`src/rtl/pcm_bridge_pkg.sv`:
```
// Shared types and constants for the PCM SRAM bridge.
package pcm_bridge_pkg;

    typedef enum logic [2:0] {
        S_IDLE,
        S_WR,
        S_RD_ISSUE,
        S_RD_WAIT,
        S_ERR
    } state_t;

    typedef enum logic {
        KIND_RD = 1'b0,
        KIND_WR = 1'b1
    } kind_t;

    localparam logic [15:0] ERR_RDATA = 16'hFFFF;
    localparam logic [1:0]  LANE_NONE = 2'b00;

    // Expands the two byte-lane selects into a 16-bit data mask.
    function automatic logic [15:0] lane_mask(input logic [1:0] lanes);
        return {{8{lanes[1]}}, {8{lanes[0]}}};
    endfunction

endpackage

```
`src/rtl/pcm_bridge_req_det.sv`:
```
// Request decode for the PCM bridge: detects a new CPU access, captures its
// fields and implements the SRAM-like arm/re-arm rule.
module pcm_bridge_req_det
    import pcm_bridge_pkg::*;
#(
    parameter int                CPU_AW    = 20,
    parameter int                MEM_AW    = 11,
    parameter int                DW        = 16,
    parameter logic [CPU_AW-1:0] BASE_ADDR = '0
) (
    input  logic              clk,
    input  logic              reset,
    input  logic              idle,
    input  logic              cpu_ce_n,
    input  logic              cpu_oe_n,
    input  logic              cpu_we_n,
    input  logic              cpu_ub_n,
    input  logic              cpu_lb_n,
    input  logic [CPU_AW-1:0] cpu_addr,
    input  logic [DW-1:0]     cpu_wdata,
    output logic              start,
    output kind_t             start_kind,
    output logic              start_in_win,
    output logic [1:0]        start_lanes,
    output logic [MEM_AW-1:0] cap_offset,
    output logic [DW-1:0]     cap_wdata,
    output logic [1:0]        cap_lanes
);

    logic              req;
    logic              armed;
    logic              changed;
    logic [CPU_AW-1:0] offset;
    logic [CPU_AW-1:0] cap_addr;
    logic              cap_we_n;
    logic              cap_oe_n;

    // Live decode of the bus; a write wins when WE and OE are both low.
    always_comb begin
        req          = !cpu_ce_n && (!cpu_we_n || !cpu_oe_n);
        start_kind   = !cpu_we_n ? KIND_WR : KIND_RD;
        start_lanes  = {!cpu_ub_n, !cpu_lb_n};
        offset       = cpu_addr - BASE_ADDR;
        start_in_win = (cpu_addr >= BASE_ADDR) && (offset[CPU_AW-1:MEM_AW] == '0);
        changed      = (cpu_addr != cap_addr) || (cpu_we_n != cap_we_n) || (cpu_oe_n != cap_oe_n);
        start        = idle && req && armed;
    end

    // Armed drops once an access starts and comes back in IDLE when the
    // request goes away or the CPU moves to a different address/kind.
    always_ff @(posedge clk or negedge reset) begin
        if (!reset) begin
            armed <= 1'b1;
        end else if (start) begin
            armed <= 1'b0;
        end else if (idle && (!req || changed)) begin
            armed <= 1'b1;
        end
    end

    // Snapshot of the access so later bus edits cannot disturb it.
    always_ff @(posedge clk or negedge reset) begin
        if (!reset) begin
            cap_addr   <= '0;
            cap_we_n   <= 1'b1;
            cap_oe_n   <= 1'b1;
            cap_offset <= '0;
            cap_wdata  <= '0;
            cap_lanes  <= LANE_NONE;
        end else if (start) begin
            cap_addr   <= cpu_addr;
            cap_we_n   <= cpu_we_n;
            cap_oe_n   <= cpu_oe_n;
            cap_offset <= offset[MEM_AW-1:0];
            cap_wdata  <= cpu_wdata;
            cap_lanes  <= start_lanes;
        end
    end

endmodule

```
`src/rtl/pcm_sram_bridge.sv`:
```
// CPU SRAM-bus responder that maps a window of the CPU address space onto
// the PCM buffer memory port. Optional statistics counters are built when
// PCM_BRIDGE_STATS_EN is defined.
module pcm_sram_bridge
    import pcm_bridge_pkg::*;
#(
    parameter int                CPU_AW    = 20,
    parameter int                MEM_AW    = 11,
    parameter int                DW        = 16,
    parameter int                RD_LAT    = 1,
    parameter logic [CPU_AW-1:0] BASE_ADDR = 20'h00000
) (
    input  logic              clk,
    input  logic              reset,
    input  logic              cpu_ce_n,
    input  logic              cpu_oe_n,
    input  logic              cpu_we_n,
    input  logic              cpu_ub_n,
    input  logic              cpu_lb_n,
    input  logic [CPU_AW-1:0] cpu_addr,
    input  logic [DW-1:0]     cpu_wdata,
    output logic [DW-1:0]     cpu_rdata,
    output logic              cpu_rdata_oe,
    output logic              cpu_ready,
    output logic              cpu_err,
    output logic [MEM_AW-1:0] mem_address,
    output logic              mem_chipselect,
    output logic              mem_clken,
    output logic              mem_write,
    output logic [1:0]        mem_byteenable,
    output logic [DW-1:0]     mem_writedata,
    input  logic [DW-1:0]     mem_readdata
`ifdef PCM_BRIDGE_STATS_EN
    ,
    input  logic              stat_clr,
    output logic [15:0]       stat_rd_cnt,
    output logic [15:0]       stat_wr_cnt,
    output logic [7:0]        stat_err_cnt
`endif
);

    localparam logic [1:0] RD_LAT_C = 2'(RD_LAT);

    state_t            state, state_d;
    logic [1:0]        cnt;
    logic              rd_valid;
    logic              idle;
    logic              start;
    kind_t             start_kind;
    logic              start_in_win;
    logic [1:0]        start_lanes;
    logic [MEM_AW-1:0] cap_offset;
    logic [DW-1:0]     cap_wdata;
    logic [1:0]        cap_lanes;
    logic              rd_done;

    assign idle    = (state == S_IDLE);
    assign rd_done = (state == S_RD_WAIT) && (cnt == 2'd1);

    pcm_bridge_req_det #(
        .CPU_AW    (CPU_AW),
        .MEM_AW    (MEM_AW),
        .DW        (DW),
        .BASE_ADDR (BASE_ADDR)
    ) u_req_det (
        .clk          (clk),
        .reset        (reset),
        .idle         (idle),
        .cpu_ce_n     (cpu_ce_n),
        .cpu_oe_n     (cpu_oe_n),
        .cpu_we_n     (cpu_we_n),
        .cpu_ub_n     (cpu_ub_n),
        .cpu_lb_n     (cpu_lb_n),
        .cpu_addr     (cpu_addr),
        .cpu_wdata    (cpu_wdata),
        .start        (start),
        .start_kind   (start_kind),
        .start_in_win (start_in_win),
        .start_lanes  (start_lanes),
        .cap_offset   (cap_offset),
        .cap_wdata    (cap_wdata),
        .cap_lanes    (cap_lanes)
    );

    // State register and read-latency counter.
    always_ff @(posedge clk or negedge reset) begin
        if (!reset) begin
            state <= S_IDLE;
            cnt   <= '0;
        end else begin
            state <= state_d;
            if (state == S_RD_ISSUE) begin
                cnt <= RD_LAT_C;
            end else if (state == S_RD_WAIT) begin
                cnt <= cnt - 2'd1;
            end
        end
    end

    // Next-state decode and memory strobes; zero-lane writes never leave IDLE.
    always_comb begin
        state_d        = state;
        mem_address    = '0;
        mem_chipselect = 1'b0;
        mem_clken      = 1'b0;
        mem_write      = 1'b0;
        mem_byteenable = LANE_NONE;
        mem_writedata  = '0;
        case (state)
            S_IDLE: begin
                if (start) begin
                    if (!start_in_win) begin
                        state_d = S_ERR;
                    end else if (start_kind == KIND_RD) begin
                        state_d = S_RD_ISSUE;
                    end else if (start_lanes != LANE_NONE) begin
                        state_d = S_WR;
                    end
                end
            end
            S_WR: begin
                mem_address    = cap_offset;
                mem_chipselect = 1'b1;
                mem_clken      = 1'b1;
                mem_write      = 1'b1;
                mem_byteenable = cap_lanes;
                mem_writedata  = cap_wdata;
                state_d        = S_IDLE;
            end
            S_RD_ISSUE: begin
                mem_address    = cap_offset;
                mem_chipselect = 1'b1;
                mem_clken      = 1'b1;
                mem_byteenable = 2'b11;
                state_d        = S_RD_WAIT;
            end
            S_RD_WAIT: begin
                mem_address = cap_offset;
                mem_clken   = 1'b1;
                if (cnt == 2'd1) begin
                    state_d = S_IDLE;
                end
            end
            S_ERR: begin
                state_d = S_IDLE;
            end
            default: begin
                state_d = S_IDLE;
            end
        endcase
    end

    // CPU-side response: ready/err pulses line up with the WR/ERR cycle, and
    // read data lands together with its ready pulse.
    always_ff @(posedge clk or negedge reset) begin
        if (!reset) begin
            cpu_ready <= 1'b0;
            cpu_err   <= 1'b0;
            cpu_rdata <= '0;
            rd_valid  <= 1'b0;
        end else begin
            cpu_ready <= (start && !(start_in_win && (start_kind == KIND_RD))) || rd_done;
            cpu_err   <= start && !start_in_win;
            if (start) begin
                rd_valid <= !start_in_win && (start_kind == KIND_RD);
                if (!start_in_win) begin
                    cpu_rdata <= ERR_RDATA;
                end
            end else if (rd_done) begin
                rd_valid  <= 1'b1;
                cpu_rdata <= mem_readdata & lane_mask(cap_lanes);
            end
        end
    end

    assign cpu_rdata_oe = rd_valid && !cpu_ce_n && !cpu_oe_n && cpu_we_n;

`ifdef PCM_BRIDGE_STATS_EN
    kind_t done_kind;

    // Remembers the kind of the access whose ready pulse is pending.
    always_ff @(posedge clk or negedge reset) begin
        if (!reset) begin
            done_kind <= KIND_RD;
        end else if (start) begin
            done_kind <= start_kind;
        end
    end

    // Saturating per-kind completion counters; clear beats increment.
    always_ff @(posedge clk or negedge reset) begin
        if (!reset) begin
            stat_rd_cnt  <= '0;
            stat_wr_cnt  <= '0;
            stat_err_cnt <= '0;
        end else if (stat_clr) begin
            stat_rd_cnt  <= '0;
            stat_wr_cnt  <= '0;
            stat_err_cnt <= '0;
        end else if (cpu_ready) begin
            if (cpu_err) begin
                if (stat_err_cnt != 8'hFF) stat_err_cnt <= stat_err_cnt + 8'd1;
            end else if (done_kind == KIND_RD) begin
                if (stat_rd_cnt != 16'hFFFF) stat_rd_cnt <= stat_rd_cnt + 16'd1;
            end else begin
                if (stat_wr_cnt != 16'hFFFF) stat_wr_cnt <= stat_wr_cnt + 16'd1;
            end
        end
    end
`endif

endmodule
```
`config.mk`:
```
export PLATFORM = sky130hd
export DESIGN_NAME = pcm_sram_bridge
export DESIGN_NICKNAME = d
export VERILOG_FILES = /design/src/rtl/pcm_bridge_pkg.sv /design/src/rtl/pcm_bridge_req_det.sv /design/src/rtl/pcm_sram_bridge.sv
export SDC_FILE = /design/constraint.sdc
export NUM_CORES = 1
export LEC_CHECK = 0
export ABC_AREA = 1
export BUFFER_PORTS_ARGS = -buffer_cell sky130_fd_sc_hd__clkbuf_2
export CORE_ASPECT_RATIO = 0.75
export CORE_UTILIZATION = 51
export DETAILED_ROUTE_END_ITERATION = 10
export MAX_ROUTING_LAYER = met4
export PLACE_DENSITY = 0.77
export SLEW_MARGIN = 15
export SYNTH_ARGS = -nofsm -noshare
export SYNTH_HDL_FRONTEND = slang
export SYNTH_SLANG_ARGS = --single-unit
```
`constraint.sdc`:
```
create_clock -name clk -period 1.8 [get_ports clk]
set_input_delay 0.27 -clock clk [delete_from_list [all_inputs] [get_ports clk]]
set_output_delay 0.27 -clock clk [all_outputs]
set_load 0.1 [all_outputs]
```
==> flow_metrics.tcl <==
set metrics [dict create \
    syn_avg_cell_area_um2 7.50 \
    setup_viol 29 \
    fin_nets 629 \
    hold_viol_final 0 \
    yosysWarningCount 0 \
    maxCapViolCount 0 \
    worst_slack_ps -38.0 \
    worst-path-max-fanout 6 \
    overflow 0 \
    worstPathRequired_ps 1530 \
    min_period_ps 1840 \
    synth_common_cells "nand2_1 (139), inv_1 (72), dfrtp_1 (62)" \
    netlist_area_um2 3360 \
    yosysMostFrequentCell "nand2_1" \
    fp.dieH_um 72.3 \
    cp_slowest_stage_delay_ps 370 \
    wl_per_cell_um 13.3 \
    hold_end "u_req_det.cap_wdata[10]" \
    diodes 0 \
    start_kind "register" \
    post-place-ws_ps 123 \
    worstHoldPathCells 3 \
    r2r_end "cpu_rdata[0]" \
    critPathTopFamily "buffers and inverters" \
    crit_arrival_ps 1570 \
    async_flop_share 1.00 \
    die_area_um2 6920 \
    synth_edf_count 0 \
    port_buffers 109 \
    cts_tree "done" \
    grt_start_max_net_pins 66 \
    setup_tns_ps -523 \
    gp_congestion 0.818 \
    cpMaxStageDelayCell "dfrtp_1" \
    fin_skew_ps 7.60 \
    syn_nets 508 \
    synthCells 448 \
    root_buffer "clkbuf_8" \
    maxSlewViolCount 0 \
    clock.fmax_ghz 0.544 \
    grt_setup_unrepaired "yes" \
    worstSkewPairLatency_ps 340 \
    num_vias 3224 \
    yosys_register_bits 65 \
    grt_pass1_wl_um 14300 \
    fp-row-count 25 \
    powerDensity_nw_per_um2 925 \
    cellLeakagePower_nw 2.55 \
    synthDistinctLibCells 27 \
    max_slew_margin 0.632 \
    reg2reg_depth 11 \
    start_util 0.532 \
    ys_seq_area_frac 0.485 \
    synth_top_area_cell "dfrtp_1" \
    io_pins 110 \
    antenna_found_initial 0 \
    worstSetupEndpointType "output pin" \
    avgViaCountPerCell 4.92 \
    grt_pass1_vias 3189 \
    p_total_mw 4.69 \
    drcViolationCount 0 \
    drt_iter0_drc 174 \
    r2r_setup_slack_ps 130 \
    crit_chain "inv_2 -> nor2_4 -> inv_2 -> nand2_4 -> inv_4 -> buf_12 -> nor2_4 -> buf_12" \
    drt_wl_total_um 8720 \
    clk_pin_slew_worst_paths_ps 70 \
    ant_nets 0 \
    violations "negative setup slack" \
    ctsLongestPathBuffers 2 \
    cts_sinks 65 \
    status "finished, violations left" \
    timing.final.crit_share 1.02 \
    grt_usage 0.284 \
    hold_start "cpu_wdata[10]" \
    hp-class "in2reg" \
    cts_made_buffers 9 \
    area_growth_pct 51.1 \
    drive_gt1_frac 0.364 \
    worst_pin_slew_ps 554 \
    peakVddDrop_uv 681 \
    yosysTopAreaCellShare 0.462 \
    path_buf_inv 5 \
    synthFlopType "dfrtp_1" \
    htreeDepth 3 \
    crit_type "reg2out" \
    core_area_um2 6320 \
    dp_hpwl_um 5940 \
    synth_area_leaders "dfrtp_1 (46%), nand2_1 (16%), inv_1 (8.0%), nor2_1 (6.1%), o21ai_0 (6.0%)" \
    rr_startpoint "state[1]" \
    first_pass_iters 5 \
    die_w_um 95.7 \
]
[per-stage QoR]
step           hold WS (ps)  cells  instance area, µm²  utilization
6_report                136    655                5080        0.804
4_1_cts                 132    653                5050        0.799
3_3_place_gp            310    628                4700        0.744
5_1_grt                 143    655                5080        0.804
3_5_place_dp            313    628                4700        0.744
2_1_floorplan         -25.6    448                3640            -
[worst register-to-register path, stage by stage (launching register included)]
cell      delay [ps]
dfrtp_1          370
inv_2             70
buf_4            130
buf_4            140
nand3_4          100
nor2_4            50
nand2_4          140
clkinv_8         150
nand2_8          130
nand2_8          120
nor2_1           130
nor2_1            40
[layer usage]
metal  track usage  part of all wire  vias to the layer above  wire (µm)
li1              -                 -                     1588          -
met1         0.346              0.45                     1510       3890
met2         0.462              0.48                      110       4190
met3        0.0797             0.058                       16        505
met4        0.0829             0.015                        0        131
met5             -                 0                        -          0
[where the power goes]
group | internal [mW] | leakage, nW | switching, mW
sequential | 1.83 | 0.749 | 0.250
clock | 0.858 | 0.111 | 0.548
combinational | 0.373 | 1.69 | 0.837
total | 3.06 | 2.55 | 1.64
[layout make-up]
cell class              count  area [µm²]
repair buffers            123        1190
multi-input cells         294        1620
clock buffers              14         163
fillers                   425        1240
clock inverters             2        60.1
inverters                  75         304
well taps                  81         101
repair inverters            1        8.76
flip-flops and latches     65        1630
[worst max-delay path by stage]
| stage | start | end | slack (ps) | depth (start not counted) |
|---|---|---|---|---|
| finish | state[1] | mem_address[7] | -40 | 8 |
| global route | state[2] | mem_writedata[8] | -90 | 7 |
| CTS | state[2] | mem_writedata[8] | -20 | 7 |
| detailed placement | state[1] | mem_address[0] | 120 | 8 |
| global placement | state[1] | mem_address[0] | 180 | 8 |
| floorplan | state[2] | mem_writedata[10] | -460 | 6 |
[repair_timing]
action	CTS	global route
cloned	2	0
buffers inserted	6	2
endpoints found under the hold margin	62	0
pin swaps	5	2
endpoints found under the setup margin	30	30
gates resized for setup	12	3
hold buffers	1	0
[cells in the final DEF (no fill, tap or decap), types with 7 or more instances in the layout]
master	netlist	final
a21oi_1	16	16
buf_12	1	35
buf_4	1	10
clkbuf_2	1	75
clkbuf_8	0	11
dfrtp_1	62	62
inv_1	72	69
nand2_1	139	133
nand2_4	2	7
nand3_1	10	10
nor2_1	55	26
nor2_2	18	18
nor2_4	4	33
o21ai_0	40	40
[flip-flops by register name (all words and copies together), names as in the netlist]
| name | count |
|---|---|
| u_req_det.cap_offset | 10 |
| state | 3 |
| u_req_det.armed | 1 |
| u_req_det.cap_lanes | 2 |
| cpu_ready | 1 |
| u_req_det.cap_oe_n | 1 |
| u_req_det.cap_addr | 10 |
| cnt | 2 |
| u_req_det.cap_we_n | 1 |
| rd_valid | 1 |
| cpu_rdata | 16 |
| u_req_det.cap_wdata | 16 |
| cpu_err | 1 |
[kinds of logic (layout without fill, tap and decap cells)]
family | Yosys count | count (layout) | share of synthesized area
fa+ha+maj | 1 | 1 | 0.00372
compound gates | 56 | 56 | 0.0834
simple gates | 236 | 236 | 0.311
buf+inv | 89 | 215 | 0.114
flops | 65 | 65 | 0.485
xor+xnor | 1 | 1 | 0.00261
Power figures use the tool's default switching activity.
